$ cat src/rtl/i2c_target_multi.sv
// I2C target answering NUM_ADDR consecutive 7-bit addresses starting at BASE_ADDR.
// Byte-level valid/ready handshakes towards fabric; SDA is driven open-drain through i2c_sda_oe.
module i2c_target_multi #(
  parameter logic [6:0] BASE_ADDR   = 7'h66,
  parameter int         NUM_ADDR    = 4,
  parameter int         SYNC_STAGES = 2,
  parameter logic [7:0] TX_DEFAULT  = 8'hFF
) (
  input  logic       clk,
  input  logic       rst,
  input  logic       i2c_scl_i,
  input  logic       i2c_sda_i,
  output logic       i2c_sda_o,
  output logic       i2c_sda_oe,
  output logic [7:0] rx_data_o,
  output logic       rx_valid_o,
  input  logic       rx_ready_i,
  input  logic [7:0] tx_data_i,
  input  logic       tx_valid_i,
  output logic       tx_ready_o,
  output logic [2:0] sel_o,
  output logic       rw_o,
  output logic       start_o,
  output logic       stop_o,
  output logic       tx_nack_o,
  output logic       tx_underrun_o
);

  localparam logic [2:0] ST_IDLE     = 3'd0;
  localparam logic [2:0] ST_ADDR     = 3'd1;
  localparam logic [2:0] ST_ADDR_ACK = 3'd2;
  localparam logic [2:0] ST_WR_DATA  = 3'd3;
  localparam logic [2:0] ST_WR_ACK   = 3'd4;
  localparam logic [2:0] ST_RD_DATA  = 3'd5;
  localparam logic [2:0] ST_RD_ACK   = 3'd6;
  localparam logic [2:0] ST_SKIP     = 3'd7;

  localparam logic [7:0] ADDR_LO = {1'b0, BASE_ADDR};
  localparam logic [7:0] ADDR_HI = ADDR_LO + 8'(NUM_ADDR);

  logic [SYNC_STAGES-1:0] scl_sync;
  logic [SYNC_STAGES-1:0] sda_sync;
  logic                   scl_prev;
  logic                   sda_prev;
  logic                   scl_s;
  logic                   sda_s;
  logic                   scl_rise;
  logic                   scl_fall;
  logic                   start_det;
  logic                   stop_det;

  logic [2:0] state;
  logic [2:0] bit_cnt;
  logic [7:0] shift_reg;
  logic [7:0] tx_shift;
  logic       sda_oe_q;
  logic       matched;

  logic [7:0] byte_in;
  logic [7:0] addr_ext;
  logic       addr_match;
  logic [2:0] sel_next;
  logic [7:0] tx_byte;

  // Synchronisers and edge history reset to 1 (idle bus) so reset release creates no edges.
  always_ff @(posedge clk) begin
    if (rst) begin
      scl_sync <= '1;
      sda_sync <= '1;
      scl_prev <= 1'b1;
      sda_prev <= 1'b1;
    end else begin
      scl_sync <= {scl_sync[SYNC_STAGES-2:0], i2c_scl_i};
      sda_sync <= {sda_sync[SYNC_STAGES-2:0], i2c_sda_i};
      scl_prev <= scl_s;
      sda_prev <= sda_s;
    end
  end

  assign scl_s     = scl_sync[SYNC_STAGES-1];
  assign sda_s     = sda_sync[SYNC_STAGES-1];
  assign scl_rise  = scl_s & ~scl_prev;
  assign scl_fall  = ~scl_s & scl_prev;
  assign start_det = ~sda_s & sda_prev & scl_s;
  assign stop_det  = sda_s & ~sda_prev & scl_s;

  assign byte_in  = {shift_reg[6:0], sda_s};
  assign addr_ext = {1'b0, byte_in[7:1]};
  // General call (0x00) is never answered, even if the window would cover it.
  assign addr_match = (addr_ext >= ADDR_LO) && (addr_ext < ADDR_HI) && (addr_ext != 8'd0);
  // Within the window the offset is below 8, so low-bit subtraction gives the index.
  assign sel_next = byte_in[3:1] - BASE_ADDR[2:0];
  assign tx_byte  = tx_valid_i ? tx_data_i : TX_DEFAULT;

  assign i2c_sda_o  = 1'b0;
  assign i2c_sda_oe = sda_oe_q;

  // Main protocol engine; START/STOP override whatever state the byte engine is in.
  always_ff @(posedge clk) begin
    if (rst) begin
      state         <= ST_IDLE;
      bit_cnt       <= 3'd0;
      shift_reg     <= 8'd0;
      tx_shift      <= 8'd0;
      sda_oe_q      <= 1'b0;
      matched       <= 1'b0;
      rx_data_o     <= 8'd0;
      rx_valid_o    <= 1'b0;
      tx_ready_o    <= 1'b0;
      sel_o         <= 3'd0;
      rw_o          <= 1'b0;
      start_o       <= 1'b0;
      stop_o        <= 1'b0;
      tx_nack_o     <= 1'b0;
      tx_underrun_o <= 1'b0;
    end else begin
      rx_valid_o    <= 1'b0;
      tx_ready_o    <= 1'b0;
      start_o       <= 1'b0;
      stop_o        <= 1'b0;
      tx_nack_o     <= 1'b0;
      tx_underrun_o <= 1'b0;

      if (start_det) begin
        state    <= ST_ADDR;
        bit_cnt  <= 3'd0;
        sda_oe_q <= 1'b0;
      end else if (stop_det) begin
        state    <= ST_IDLE;
        bit_cnt  <= 3'd0;
        sda_oe_q <= 1'b0;
        stop_o   <= matched;
        matched  <= 1'b0;
      end else begin
        case (state)
          ST_ADDR: begin
            if (scl_rise) begin
              shift_reg <= byte_in;
              bit_cnt   <= bit_cnt + 3'd1;
              if (bit_cnt == 3'd7) begin
                if (addr_match) begin
                  start_o <= 1'b1;
                  sel_o   <= sel_next;
                  rw_o    <= byte_in[0];
                  matched <= 1'b1;
                  state   <= ST_ADDR_ACK;
                end else begin
                  state <= ST_SKIP;
                end
              end
            end
          end

          // First fall starts the ACK, second fall ends it.
          ST_ADDR_ACK: begin
            if (scl_fall) begin
              if (!sda_oe_q) begin
                sda_oe_q <= 1'b1;
              end else if (rw_o) begin
                tx_shift      <= tx_byte;
                sda_oe_q      <= ~tx_byte[7];
                tx_ready_o    <= tx_valid_i;
                tx_underrun_o <= ~tx_valid_i;
                bit_cnt       <= 3'd0;
                state         <= ST_RD_DATA;
              end else begin
                sda_oe_q <= 1'b0;
                bit_cnt  <= 3'd0;
                state    <= ST_WR_DATA;
              end
            end
          end

          ST_WR_DATA: begin
            if (scl_rise) begin
              shift_reg <= byte_in;
              bit_cnt   <= bit_cnt + 3'd1;
              if (bit_cnt == 3'd7) begin
                if (rx_ready_i) begin
                  rx_data_o  <= byte_in;
                  rx_valid_o <= 1'b1;
                  state      <= ST_WR_ACK;
                end else begin
                  state <= ST_SKIP;
                end
              end
            end
          end

          ST_WR_ACK: begin
            if (scl_fall) begin
              if (!sda_oe_q) begin
                sda_oe_q <= 1'b1;
              end else begin
                sda_oe_q <= 1'b0;
                bit_cnt  <= 3'd0;
                state    <= ST_WR_DATA;
              end
            end
          end

          ST_RD_DATA: begin
            if (scl_fall) begin
              if (bit_cnt == 3'd7) begin
                sda_oe_q <= 1'b0;
                bit_cnt  <= 3'd0;
                state    <= ST_RD_ACK;
              end else begin
                tx_shift <= {tx_shift[6:0], 1'b0};
                sda_oe_q <= ~tx_shift[6];
                bit_cnt  <= bit_cnt + 3'd1;
              end
            end
          end

          // Any fall seen here follows an ACKed 9th rise, since a NACK leaves the state.
          ST_RD_ACK: begin
            if (scl_rise) begin
              if (sda_s) begin
                tx_nack_o <= 1'b1;
                state     <= ST_SKIP;
              end
            end else if (scl_fall) begin
              tx_shift      <= tx_byte;
              sda_oe_q      <= ~tx_byte[7];
              tx_ready_o    <= tx_valid_i;
              tx_underrun_o <= ~tx_valid_i;
              bit_cnt       <= 3'd0;
              state         <= ST_RD_DATA;
            end
          end

          default: begin
            sda_oe_q <= 1'b0;
          end
        endcase
      end
    end
  end

endmodule

$ cat config.mk
export PLATFORM = sky130hd
export DESIGN_NAME = i2c_target_multi
export DESIGN_NICKNAME = d
export VERILOG_FILES = /design/src/rtl/i2c_target_multi.sv
export SDC_FILE = /design/constraint.sdc
export NUM_CORES = 1
export LEC_CHECK = 0
export CORE_ASPECT_RATIO = 1.4
export CORE_MARGIN = 8
export CORE_UTILIZATION = 55
export CTS_CLUSTER_DIAMETER = 120
export DETAILED_ROUTE_END_ITERATION = 6
export PLACE_DENSITY_LB_ADDON = 0.25
export SLEW_MARGIN = 30
export SYNTH_ARGS = -nofsm -noshare
export SYNTH_HDL_FRONTEND = slang
export SYNTH_SLANG_ARGS = --single-unit
$ cat constraint.sdc
create_clock -name clk -period 3.1 [get_ports clk]
set_clock_uncertainty 0.15 [all_clocks]
set_input_delay 0.465 -clock clk [delete_from_list [all_inputs] [get_ports clk]]
set_output_delay 0.465 -clock clk [all_outputs]
set_load 0.02 [all_outputs]
==> Yosys cells after proc, flatten, opt, wreduce, memory -nomap -nowiden <==
Index checks and enable logic that the tools add are counted.
{ "word_totals": {"ramBits": 0, "in_bits": 14, "word_cells": 176, "mem_bits_ro": 0, "ff_bits": 46, "memories": 0, "out_inout_bits": 20, "latch_bits": 0} }
{ "classes": {"n_mul": 0, "n_eq_ne": 38, "n_mux": 66, "n_shift": 0, "add_sub_neg": 2, "reduce_logical": 27, "n_bitwise": 21, "div_mod_pow": 0, "order_cmp": 2} }
{ "op_table": {"columns": ["cell", "n"], "rows": [
  ["3-bit 2-to-1 mux", 22],
  ["7-bit 2-to-1 mux", 7],
  ["4-bit inequality test (second input constant)", 10],
  ["1-bit 2-to-1 mux", 29],
  ["2-bit inequality test (second input constant)", 14],
  ["13-bit AND reduction", 2],
  ["7-bit one-hot mux with 3 select lines", 1],
  ["3-bit one-hot mux with 6 select lines", 1],
  ["6-bit AND reduction", 3],
  ["8-bit nonzero test", 2],
  ["1-bit inverter", 15],
  ["3-bit == test (second input constant)", 4],
  ["3-bit one-hot mux with 4 select lines", 1],
  ["6-bit OR reduction", 2],
  ["5-bit inequality test (second input constant)", 2],
  ["10-bit AND reduction", 1],
  ["8-bit 2-to-1 mux", 1],
  ["2-bit nonzero test", 4],
  ["7-bit greater-or-equal comparator (second input constant)", 1],
  ["7-bit < comparator (second input constant)", 1],
  ["7-bit AND reduction", 1],
  ["1-bit bitwise AND", 6],
  ["3-bit by 2-bit == test with 1-bit output (second input constant)", 2],
  ["2-bit by 1-bit inequality test with 1-bit output (second input constant)", 3],
  ["16 further kinds", 21]
]} }

==> Longest topological paths before layout <==
Gate-level depths: netlist of the first run.
{ "logic_depth": {"ltp_word": 9, "mapped_depth": 8, "ltp_nobuf": 7} }

==> Least setup slack after synthesis of the first run <==
No wires, ideal clock.
{ "synth_path": {"kind": "reg2reg", "startpoint": "register bit_cnt[0]", "endpoint": "register tx_shift[0]", "period_less_slack_ns": 2.105, "path_stages_with_launch": 8, "setup_time_ns": 0.128, "setup_slack_ns": 0.995, "required_time_ns": 2.822, "arrival_time_ns": 1.827, "path_cell_list": "dfxtp_1 ha_1 ha_1 nor2b_1 a22oi_2 a2111oi_4 mux2i_1 nor2_1"} }
{ "synth_via": {"elab_chain_cells": 3} }
{ "synth_rtl": {"columns": ["item", "line", "rtl"], "rows": [
  ["from (decl)", "53", "logic [2:0] bit_cnt;"],
  ["from (signal assigned)", "139", "bit_cnt <= bit_cnt + 3'd1;"],
  ["from (signal assigned)", "177", "bit_cnt <= bit_cnt + 3'd1;"],
  ["from (signal assigned)", "211", "bit_cnt <= bit_cnt + 3'd1;"],
  ["3-bit == test", "204", "if (bit_cnt == 3'd7) begin"],
  ["2-bit inequality test (no source line)", null, null],
  ["10-bit AND reduction (no source line)", null, null],
  ["to (signal assigned)", "160", "tx_shift <= tx_byte;"],
  ["to (signal assigned)", "209", "tx_shift <= {tx_shift[6:0], 1'b0};"],
  ["to (signal assigned)", "224", "tx_shift <= tx_byte;"],
  ["to (decl)", "55", "logic [7:0] tx_shift;"]
]} }
Every way passes these cells.
A chain may end at the register's enable or synchronous reset.

==> Final worst setup path of the first run <==
{ "layout_path": {"startpoint": "register scl_sync[1]", "endpoint": "register rx_data_o[6]"} }
{ "layout_via": {"elab_chain_cells": 3, "elab_cells_between_ends": 6, "classes_between": "bitwise: 5; reduce/logical: 1"} }
{ "layout_rtl": {"columns": ["item", "line", "rtl"], "rows": [
  ["from (decl)", "41", "logic [SYNC_STAGES-1:0] scl_sync;"],
  ["from (signal assigned)", "73", "scl_sync <= {scl_sync[SYNC_STAGES-2:0], i2c_scl_i};"],
  ["1-bit bitwise AND (on tied branches)", "85, 84", null],
  ["1-bit inverter (no source line)", null, null],
  ["6-bit AND reduction (no source line) *", null, null],
  ["to (signal assigned)", "180", "rx_data_o <= byte_in;"],
  ["to (decl)", "15", "output logic [7:0] rx_data_o,"]
]} }
Every way passes the cells marked *; elsewhere a longest branch is shown, timed or not.

==> results of run 1 <==
cells by family (layout without fill, tap and decap cells):
kind of cell             count (synthesis)  count (layout)  share of synthesized area
adder cells (fa/ha/maj)                  6               6                     0.0332
other                                    1               1                    0.00166
AND/OR/NAND/NOR                         95              95                      0.215
XOR/XNOR                                 2               2                    0.00775
buffers and inverters                   22              49                     0.0443
AO/OA/AOI/OAI                           32              32                      0.124
flip-flops                              46              46                      0.407
multiplexers                            37              37                      0.167
cell usage after synthesis (5+ instances only):
library cell	instances	area (um2)
nor2b_1	7	43.8
ha_1	6	75.1
o211ai_1	5	37.5
nor2_1	41	154
inv_1	7	26.3
mux2_2	6	67.6
clkbuf_1	9	33.8
nand2b_1	11	68.8
mux2i_1	31	310
nand2_1	9	33.8
or2_2	7	43.8
dfxtp_1	46	921
critical path: cells and delay by family, from the launching register on:
family / cells / cell delay (ns)
multiplexers: 1 / 0.24
adder cells (fa/ha/maj): 1 / 0.33
AND/OR/NAND/NOR: 3 / 0.84
flip-flops: 1 / 0.48
AO/OA/AOI/OAI: 1 / 0.37
routing by layer:
metal | global-route usage | wire [um]
met5 | 0 | 0
met2 | 0.258 | 2360
met1 | 0.159 | 1980
met4 | 0.0891 | 146
met3 | 0.0345 | 146
power groups by stage:
stage               sequential, mW  combinational, mW  clock [mW]
CTS                          0.602             0.0708       0.461
global route                 0.603             0.0774       0.485
finish                       0.602             0.0701       0.453
global placement             0.615             0.0704           0
floorplan                    0.612             0.0486           0
detailed placement           0.616             0.0706           0
worst min path at each step:
stage,start,to,slack [ns],cells past startpoint
6_report,scl_sync[0],scl_sync[1],0.26,1
5_1_grt,scl_sync[0],scl_sync[1],0.27,1
4_1_cts,scl_sync[0],scl_sync[1],0.27,1
3_5_place_dp,scl_sync[0],scl_sync[1],0.25,1
3_3_place_gp,sda_sync[0],sda_sync[1],0.25,1
2_1_floorplan,scl_sync[0],scl_sync[1],0.24,1
stage by stage:
stage / util / total power, mW
global placement: 0.654 / 0.686
finish: 0.682 / 1.12
global route: 0.682 / 1.17
CTS: 0.682 / 1.13
floorplan: - / 0.660
detailed placement: 0.654 / 0.686
cell type report:
class                   count  area, um2
clock buffers               6       82.6
repair buffers             35        343
well taps                  43       53.8
multi-input cells         173       1240
flip-flops and latches     46        921
fillers                   320       1260
clock inverters             1       30.0
inverters                   7       26.3
==> impl_results.md, run 1 <==
* WL final at between 4000 and 5000 um
* GRT overflow at 0
* Dpl cells at around 300
* Finished layout cell area at 2700 um2
* Slowest library cell on the worst path: and4_1
* Setup repair bufs after CTS at 0
* Die X at roughly 70 um
* Combinational group share of total power at 0.062
* Yosys warnings at 0
* Worst-skew pair later-pin latency at 0.30 ns
* Buffers on Ports at 32
* Max Slew Vio Count at 0
* Hold Crit Class: reg2reg
* Via count of the first global-routing pass at ~1800
* #FFs+latches synth at 46
* Placement Cell Area at around 2600 um2
* VDD IR-drop max at 0.417 mV
* FF-to-FF Start: scl_sync[1]
* Post-Synthesis Net Count at around 260
* Worst setup startpoint: scl_sync[1]
* Post-DR vias/cell at about 5.5
* Switching pwr at between 0.2 and 0.25 mW
* Crit path largest cell delay at 0.57 ns
* Clock power share at 0.403
* PD cells at roughly 420 nW/um2
* CTS Buffer Depth at 2
* Syn Area/Cell at approximately 9.4 um2
* DRC violations left at 0
* P&R area growth vs syn at 19.3%
* Reg2Reg Setup Slack at 0.57 ns
* Total track usage at 0.149
* Mapped Cells at about 240
* Fmax achieved at 396 MHz
* Final setup viols at 0
* Clock tree root driver cell: clkbuf_8
* Internal at 0.890 mW
* Clock Pin Slew Worst Setup and Hold Paths at roughly 0.08 ns
* Ys async rst share at 0
* Core box area at 3950 um2
* Max_cap viols at 0
* RD Place Congestion at roughly 0.86
* Max reg flops at 8
* Crit Path Class: reg2reg
* Initial antenna violation count at 0
* Seq/Total Area, Yosys at 0.407
* R2R cell count at 6
* Via count at roughly 1700
* Routed Antenna Nets at 0
* Most frequent cells in the layout: 46 x dfxtp_1, 41 x nor2_1, 32 x clkdlybuf4s50_1, 31 x mux2i_1, 11 x nand2b_1
* Synth Cell Area at 2260 um2
* Startpoint Class: register
* Switching share of power at 0.209
* Share of layout cells above drive strength 1 at 0.112
* HPWL after detailed placement at about 3400 um
* Die Y-Extent at approximately 90 um
* RSZ-0062 raised after global routing: false
* Max_slew headroom at 0.548
* Final Hold Fails at 0
* WP data required at between 3 and 4 ns
* Hold buffers post-CTS at 0
* Crit path time final at around 2.5 ns
* Leak at a little under 1 nW
* Fin nets at 288
* Global-route wire length before repair at roughly 7900 um
* Largest net degree at the start of global routing at 37
* Crit-path max FO at 10
* DR iter-0 viols at between 60 and 70
* Setup WS post-layout at roughly 0.57 ns
* Row cnt at 27
* Place WS at between 0.5 and 0.6 ns
* Synth Flop Type: dfxtp_1
* I/O pin cnt at 34
* Final clock period utilization by the worst path at 0.815
* Num CTS Buffers at 5
* Outcome: finished clean
* Router iterations before antenna repair at 4
* Initial Utilization at 0.572
* Worst hold slack at about 0.26 ns
* Synth unique cells at 50
* Post_cts resized at 0
* Setup_tns at 0 ns
* Final cell count without fillers at ~310
* Worst Path Arrival at between 2 and 3 ns
* Die footprint at approximately 6400 um2
* Ant diodes at 0
* # clock sinks at 46
* Post-synth EDFFs at 0
* CP cell instances: ha_1 -> nand3b_1 -> a21oi_4 -> and4_1 -> mux2i_1 -> nor2_1
* Most common cell after layout, fill and taps aside: dfxtp_1
* H-tree depth at 2
* Reg power frac at 0.535
* RR Endpoint: rx_data_o[6]
* Kind of end point of the critical path: register
* CTS tree: done
* Worst-Margin Slew at 0.676 ns
* Critical Path End: rx_data_o[6]
* Wire per inst at 14.9 um
Note: power is estimated with default switching activity, not from simulation.
==> inputs of run 2 (changes only) <==
CORE_UTILIZATION = 53   (was 55)
clock period = 2.5 ns   (was 3.1 ns; I/O delays follow)
==> run 2 against run 1 <==
Effect of this change: wire length is 1.7% higher; sequential power grew 24%; clock power is 22% higher; non-clock buffer count increased by 7; combinational power grew 28%; via count increased by 3.3%; cell area grew 2.0%; count of clock-buffer cells in the layout stayed put; total power up 23%; cell count grew 2.9%; critical path depth is 1 higher.
==> impl_results.md, run 2 (same netlist as run 1, synthesis figures left out) <==
* Clock Pin Slew Worst Setup and Hold Paths at 0.08 ns
* Die footprint at around 6600 um2
* VDD IR-drop max at between 0.4 and 0.5 mV
* Global-route wire length before repair at between 7000 and 8000 um
* Crit path largest cell delay at 0.48 ns
* Total track usage at 0.147
* Setup WS post-layout at between 0.2 and 0.3 ns
* Post_cts resized at 0
* Setup repair bufs after CTS at 0
* FF-to-FF Start: scl_sync[1]
* Kind of end point of the critical path: register
* Most frequent cells in the layout: 46 x dfxtp_1, 41 x nor2_1, 32 x clkdlybuf4s50_1, 31 x mux2i_1, 11 x nand2b_1
* Max reg flops at 8
* Initial Utilization at 0.542
* Slowest library cell on the worst path: dfxtp_1
* Routed Antenna Nets at 0
* Place WS at 0.295 ns
* RD Place Congestion at just under 0.9
* DR iter-0 viols at 79
* CTS tree: done
* R2R cell count at 7
* Fmax achieved at about 450 MHz
* Ant diodes at 0
* Reg power frac at 0.538
* Hold buffers post-CTS at 0
* PD cells at a little over 500 nW/um2
* Internal at about 1.1 mW
* Outcome: finished clean
* Core box area at 4170 um2
* Switching pwr at between 0.2 and 0.3 mW
* Final setup viols at 0
* Clock tree root driver cell: clkbuf_8
* # clock sinks at 46
* Via count at ~1800
* Layout Utilization at 0.660
* Family with the most delay on the worst path: simple AND/OR/NAND/NOR gates
* Share of layout cells above drive strength 1 at 0.135
* Most common cell after layout, fill and taps aside: dfxtp_1
* CP cell instances: ha_1 -> nand3b_1 -> a21oi_4 -> buf_4 -> nand3_1 -> mux2i_1 -> nor2_1
* Crit path time final at approximately 2.2 ns
* Die X at roughly 71 um
* Max Slew Vio Count at 0
* Largest net degree at the start of global routing at 37
* Crit Path Class: reg2reg
* Final clock period utilization by the worst path at 0.894
* Worst-skew pair later-pin latency at 0.29 ns
* WL final at ~4700 um
* Hold path cells at 1
* RR Endpoint: sel_o[2]
* Final Hold Fails at 0
* Max_cap viols at 0
* Startpoint Class: register
* Post-DR vias/cell at ~5.5
* Combinational group share of total power at 0.065
* Total power at ~1.4 mW
* Reg2Reg Setup Slack at about 0.26 ns
* Switching share of power at 0.204
* Via count of the first global-routing pass at 1727
* DRC violations left at 0
* Critical path buffer and inverter count at 1
* Hold Crit Class: reg2reg
* Setup_tns at 0 ns
* RSZ-0062 raised after global routing: false
* Hold EP: scl_sync[1]
* HPWL after detailed placement at ~3500 um
* Leak at a little over 1 nW
* Initial antenna violation count at 0
* Hold path start: scl_sync[0]
* Crit-path max FO at 9
* Num CTS Buffers at 5
* Worst Path Arrival at ~2.3 ns
* WP data required at roughly 2.5 ns
* Buffers on Ports at 32
* Wire per inst at around 15 um
* Fin nets at slightly below 300
* GRT overflow at 0
* P&R area growth vs syn at 21.7%
* H-tree depth at 2
* Clock power share at 0.398
* Die Y-Extent at 93.3 um
* I/O pin cnt at 34
* Row cnt at 28
* Router iterations before antenna repair at 4
* CTS Buffer Depth at 2
* Worst hold slack at about 0.26 ns
-- run 2: layout make-up --
cell class,instances,area [um2]
Multi-Input combinational cell,173,1240
Fill cell,340,1420
Sequential cell,46,921
Clock buffer,6,82.6
Tap cell,45,56.3
Timing Repair Buffer,42,395
Inverter,7,26.3
Clock inverter,1,30.0
-- run 2: per-stage QoR --
step | area [um2] | std cells
finish | 2750 | 320
global route | 2750 | 320
CTS | 2750 | 320
detailed placement | 2640 | 313
global placement | 2640 | 313
floorplan | 2260 | 241
-- run 2: metal layers --
| metal | GRT usage | vias to the layer above | wire length (um) |
|---|---|---|---|
| li1 | - | 893 | - |
| met1 | 0.152 | 821 | 1990 |
| met2 | 0.268 | 40 | 2480 |
| met3 | 0.0364 | 7 | 165 |
| met4 | 0.0662 | 0 | 74 |
| met5 | 0 | - | 0 |
-- run 2: worst max path at each step --
stage	from	to	slack [ns]	cells after the start
after floorplan	bit_cnt[0]	tx_shift[0]	0.40	7
after global placement	scl_sync[1]	sel_o[2]	0.28	7
after detailed placement	scl_sync[1]	sel_o[1]	0.29	7
after CTS	scl_sync[1]	sel_o[1]	0.27	7
after global routing	scl_sync[1]	sel_o[1]	0.13	7
final	scl_sync[1]	sel_o[2]	0.26	7
-- run 2: power by group through the flow --
stage	Clock (mW)	Sequential [mW]	Combinational, mW
floorplan	0	0.758	0.0603
global placement	0	0.764	0.0893
detailed placement	0	0.764	0.0892
CTS	0.571	0.747	0.0898
global route	0.603	0.748	0.0977
finish	0.552	0.747	0.0897
==> inputs of run 3 (changes only) <==
ABC_CLOCK_PERIOD_IN_PS = 2500   (was unset)
==> results of run 3 <==
The final DEF is identical to that of run 2; final timing and power are the same.
